## config.mk

```make
export PLATFORM = sky130hd
export DESIGN_NAME = smbus_ioexp_input_filter
export DESIGN_NICKNAME = d
export VERILOG_FILES = /design/src/rtl/smbus_ioexp_pkg.sv /design/src/rtl/ioexp_debounce_bit.sv /design/src/rtl/smbus_ioexp_input_filter.sv
export SDC_FILE = /design/constraint.sdc
export NUM_CORES = 1
export LEC_CHECK = 0
export BUFFER_PORTS_ARGS = -buffer_cell sky130_fd_sc_hd__clkbuf_2
export CAP_MARGIN = 20
export CORE_AREA = 2 2 103 105
export DETAILED_ROUTE_END_ITERATION = 8
export DIE_AREA = 0 0 105 107
export GPL_ROUTABILITY_DRIVEN = 0
export PLACE_DENSITY = 0.76
export RECOVER_POWER = 25
export SYNTH_ARGS = -nofsm -noshare
export SYNTH_HDL_FRONTEND = slang
export SYNTH_SLANG_ARGS = --single-unit
```

## constraint.sdc

```tcl
create_clock -name iClk -period 1.7 [get_ports iClk]
set_input_delay 0.17 -clock iClk [delete_from_list [all_inputs] [get_ports iClk]]
set_output_delay 0.17 -clock iClk [all_outputs]
set_load 0.02 [all_outputs]
```

## src/rtl/smbus_ioexp_pkg.sv

```systemverilog
// Shared widths and default parameters for the SMBus IO-expander input filter.
// Imported by the debounce bit and the filter top.
package smbus_ioexp_pkg;

    localparam int unsigned PIN_W     = 16;
    localparam int unsigned DEB_CNT_W = 4;

    typedef logic [PIN_W-1:0]     pin_t;
    typedef logic [DEB_CNT_W-1:0] cnt_t;

    localparam pin_t RESET_VAL_DEF = 16'hFFFF;
    localparam cnt_t DEB_TICKS_DEF = 4'd3;

endpackage

```

## src/rtl/ioexp_debounce_bit.sv

```systemverilog
// One pin lane: 2-flop synchronizer, tick-based debounce counter and filtered level flop.
// Raises upd_o in the cycle before filt_o takes a new value.
module ioexp_debounce_bit
    import smbus_ioexp_pkg::*;
#(
    parameter cnt_t DEB_TICKS = DEB_TICKS_DEF,
    parameter logic RESET_VAL = 1'b1
) (
    input  logic clk_i,
    input  logic rst_i,
    input  logic tick_i,
    input  logic bypass_i,
    input  logic pin_i,
    output logic filt_o,
    output logic upd_o
);

    localparam cnt_t LastCnt = cnt_t'(DEB_TICKS - cnt_t'(1));

    logic s1_q, s2_q;
    logic filt_q, filt_d;
    cnt_t cnt_q, cnt_d;

    always_comb begin
        filt_d = filt_q;
        cnt_d  = '0;
        if (bypass_i) begin
            filt_d = s2_q;
        end else if (s2_q != filt_q) begin
            cnt_d = cnt_q;
            if (tick_i) begin
                // Accept on the DEB_TICKS-th tick; counter never passes LastCnt.
                if (cnt_q == LastCnt) begin
                    filt_d = s2_q;
                    cnt_d  = '0;
                end else begin
                    cnt_d = cnt_q + cnt_t'(1);
                end
            end
        end
    end

    always_ff @(posedge clk_i) begin
        if (rst_i) begin
            s1_q   <= RESET_VAL;
            s2_q   <= RESET_VAL;
            filt_q <= RESET_VAL;
            cnt_q  <= '0;
        end else begin
            s1_q   <= pin_i;
            s2_q   <= s1_q;
            filt_q <= filt_d;
            cnt_q  <= cnt_d;
        end
    end

    assign filt_o = filt_q;
    assign upd_o  = filt_d != filt_q;

endmodule

```

## src/rtl/smbus_ioexp_input_filter.sv

```systemverilog
// Debounced input stage for the SMBus IO expander: 16 filtered pins split into two ports,
// with a one-cycle change strobe and a sticky per-bit change mask.
module smbus_ioexp_input_filter
    import smbus_ioexp_pkg::*;
#(
    parameter cnt_t DEB_TICKS = DEB_TICKS_DEF,
    parameter pin_t RESET_VAL = RESET_VAL_DEF
) (
    input  logic        iClk,
    input  logic        iRst,
    input  logic        iClk_1ms,
    input  logic        iBypass,
    input  logic [15:0] iPin,
    input  logic [15:0] iClearMask,
    output logic [7:0]  oI0,
    output logic [7:0]  oI1,
    output logic        oChange,
    output logic [15:0] oChangeMask
);

    pin_t filt;
    pin_t upd;

    for (genvar i = 0; i < PIN_W; i++) begin : g_bit
        ioexp_debounce_bit #(
            .DEB_TICKS (DEB_TICKS),
            .RESET_VAL (RESET_VAL[i])
        ) u_bit (
            .clk_i    (iClk),
            .rst_i    (iRst),
            .tick_i   (iClk_1ms),
            .bypass_i (iBypass),
            .pin_i    (iPin[i]),
            .filt_o   (filt[i]),
            .upd_o    (upd[i])
        );
    end

    logic change_q, change_d;
    pin_t mask_q, mask_d;

    // Strobe and mask register on the same edge the filtered level updates; set beats clear.
    always_comb begin
        change_d = |upd;
        mask_d   = (mask_q & ~iClearMask) | upd;
    end

    always_ff @(posedge iClk) begin
        if (iRst) begin
            change_q <= 1'b0;
            mask_q   <= '0;
        end else begin
            change_q <= change_d;
            mask_q   <= mask_d;
        end
    end

    assign oI0         = filt[15:8];
    assign oI1         = filt[7:0];
    assign oChange     = change_q;
    assign oChangeMask = mask_q;

endmodule

```

==> results.md <==
* Finished Core Util at 68.49%
* Synth Instances at 592
* Final setup skew at 7.790 ps
* Drt via density at 5.364
* Adder-Cell Fraction of Synth Area at 0%
* Compound-cell area share of the yosys netlist at 14.70%
* Pleak at 2.699 nW
* Avg Cell Area, Syn at 9.274 um^2
* Register area at approximately 0.0026 mm^2
* Top cell type's share of synthesized area at 47.04%
* Die width at 105 um
* Routed Antenna Nets at 0
* Worst Hold Launch: iRst
* Crit Path Max Fanout at 6
* Peak Freq at 645.9 MHz
* Sw power at between 1.5 and 2 mW
* Post-Synth Simple-Gate Area at 22.08%
* Pre-antenna DRT Iters at 4
* Status: finished clean
* Asr flop ratio synth at 0%
* Largest net degree at the start of global routing at 53
* GRT overflow at 0
* Post-Synth XOR/XNOR Area at 7.657%
* Post-synthesis cell type count at 43
* Warnings from Yosys at 0
* Critical Path AT at 1940 ps
* Top_reg_cell synth: dfxtp_1
* Slew headroom at 73.38%
* Initial antenna violation count at 0
* CTS tree: built
* Row cnt at 37
* Clk pwr share at a little over half
* Switch share at between 20% and 30%
* Multi-input logic area at 0.002550 mm^2
* Final min period at between 1500 and 2000 ps
* Synth area leader: dfxtp_1
* Vias in the first global route at roughly 4300
* VDD IR max at 1038 uV
* Port bufs at 68
* Unrepaired setup endpoints after global routing: false
* H-tree depth at 4
* Critical Path RT at 2090 ps
* Root Buffer: clkbuf_8
* Worst-Margin Slew at 399.3 ps
* Core area at 0.01009 mm^2
* Pins Over Slew Limit at 0
* Reg clk slew, reported paths at roughly 60 ps
* Final HPWL DP at 8.009 mm
* Post-Syn Nets at 628
* WL final at 12.44 mm
* Post-route DRC violation count at 0
* Latest clock arrival within the worst-skew pair at 530 ps
* Power share of the sequential group at 39.5%
* Worst Setup SP: g_bit[8].u_bit.cnt_q[0]
* Setup Buffers After CTS at 0
* Mapped Area at about 0.0055 mm^2
* Clk buf depth at 2
* Setup crit end kind: flop
* Share of cells above drive strength 1 at 24.43%
* Critical Setup Path Class: flop to flop
* Area delta synth->final at 25.89%
* # setup viols final at 0
* Post-synth EDFFs at 0
* # clock sinks at between 100 and 150
* DR vias at 4484
* Endpoints failing hold at 0
* Layout fillers at 751
* GRT Total Usage at a little under a quarter
* Fin nets at 723
* Largest family of logic cells by synthesized area: simple AND/OR/NAND/NOR gates
* Post-synthesis mux area share at ~2.0%
* Placed cells at 772
* Iter 0 DRT Violations at 195
* DP Area at roughly 0.0059 mm^2
* Synth top area cells: dfxtp_1 47%, xor2_1 7.5%, nor2_1 5.5%
* Sequential share of the synthesized area at between 40% and 50%
* Wire per inst at 14.88 um
* Power per standard cell area at 1166 mW/mm^2
* Final std cells w/o fill at 836
* Worst hold path type: input port to flop
* Worst reg2reg startpoint: g_bit[8].u_bit.cnt_q[0]
* Area of the die at 0.01124 mm^2
* Final Cell Area at just under 0.007 mm^2
* Final period util at 91.08%
* Chip Height at 107 um
* ANT cells at 0
* First-pass GRT wire length at 20.22 mm
* Max-cap violations at 0
* Initial Utilization at 54.40%
* TNS Setup at 0 ps
* TritonCTS buffer count at 17
* Internal power at approximately 6.2 mW
* IO Pins at 69
* Startpoint types: flop
* Logic pwr share at approximately 7.8%
* Seq cells post-synth at 129
## metrics by stage
stage	setup WS, ps	hold WS (ps)	power, mW
floorplan	378.9	273.8	3.642
CTS	154.3	95.68	8.089
global placement	209.3	352.5	3.780
finish	151.7	110.7	8.061
global route	85.63	146.0	8.286
detailed placement	175.1	354.6	3.800
## layout make-up
cell class / count / share of cell area (%)
flip-flops and latches: 129 / 37.36
multi-input cells: 394 / 36.89
repair buffers: 113 / 11.51
clock buffers: 17 / 5.992
clock inverters: 15 / 4.037
well taps: 136 / 2.462
inverters: 32 / 1.738
## critical path, cell delays in order (launching register included)
cell and delay [ps]:
dfxtp_1 410, and2b_1 250, o21ai_1 160, o22ai_1 120, a211oi_1 360, a31oi_1 120
## routing by layer
metal	GRT usage (%)	wire, um	up-vias
li1	-	-	2192
met1	28.32	5551	2186
met2	37.99	6170	88
met3	5.228	497	18
met4	9.524	218	0
met5	0	0	-
## registers in the layout, indices dropped and copies added, names as in the netlist
signal              count
g_bit.u_bit.cnt_q      64
g_bit.u_bit.s2_q       16
g_bit.u_bit.filt_o     16
oChangeMask            16
oChange                 1
g_bit.u_bit.s1_q       16
## power groups by stage
stage               combinational [mW]  clock (mW)  sequential [mW]
finish                           0.626        4.25             3.18
global route                     0.684        4.42             3.19
CTS                              0.619        4.29             3.18
detailed placement               0.556           0             3.24
global placement                 0.542           0             3.24
floorplan                        0.389           0             3.25
## worst paths after layout
| path | to | slack, ps | cells past startpoint |
|---|---|---|---|
| max | oChange | 150 | 5 |
| min | oChange | 110 | 2 |
| max reg2reg | oChange | 150 | 5 |
| min reg2reg | g_bit[11].u_bit.s2_q | 410 | 1 |
## layout by cell type, fill, tap and decap left out, types with 16 or more instances in the layout
cell type and count:
a21oi_1 36, clkbuf_16 16, or2_2 32, dfxtp_1 129, nor2_1 80, nand2_1 20
a211o_1 16, nand4_1 16, inv_1 26, clkbuf_2 67, dlygate4sd3_1 32, nand3_1 17
xor2_1 47, nor2b_1 31
## cell usage after synthesis (4+ instances only)
cell and count:
buf_2 10, a311oi_1 11, o22ai_1 9, a31oi_1 6, buf_4 17, clkbuf_1 5
nand4_1 16, mux2i_1 11, nor3b_1 4, a21oi_1 36, dfxtp_1 129, nand2b_1 4
a211o_1 16, nor2b_1 31, o21ai_0 11, nor2_1 80, inv_1 26, a31oi_2 6
or2_2 32, nor3b_2 10, nand3_1 17, xor2_1 47, nand2_1 20
## kinds of logic (layout without fill, tap and decap cells)
family	after synthesis	count (layout)
mux	11	11
compound gates	111	111
flops	129	129
simple gates	224	224
buf+inv	69	177
xor+xnor	48	48
## repair_timing
item | 4_1_cts | 5_1_grt
hold buffers | 32 | 0
hold endpoints to repair | 32 | 0
setup endpoints to repair | 0 | 0
gates resized for setup | 0 | 0
Note: power is estimated with default switching activity, not from simulation.
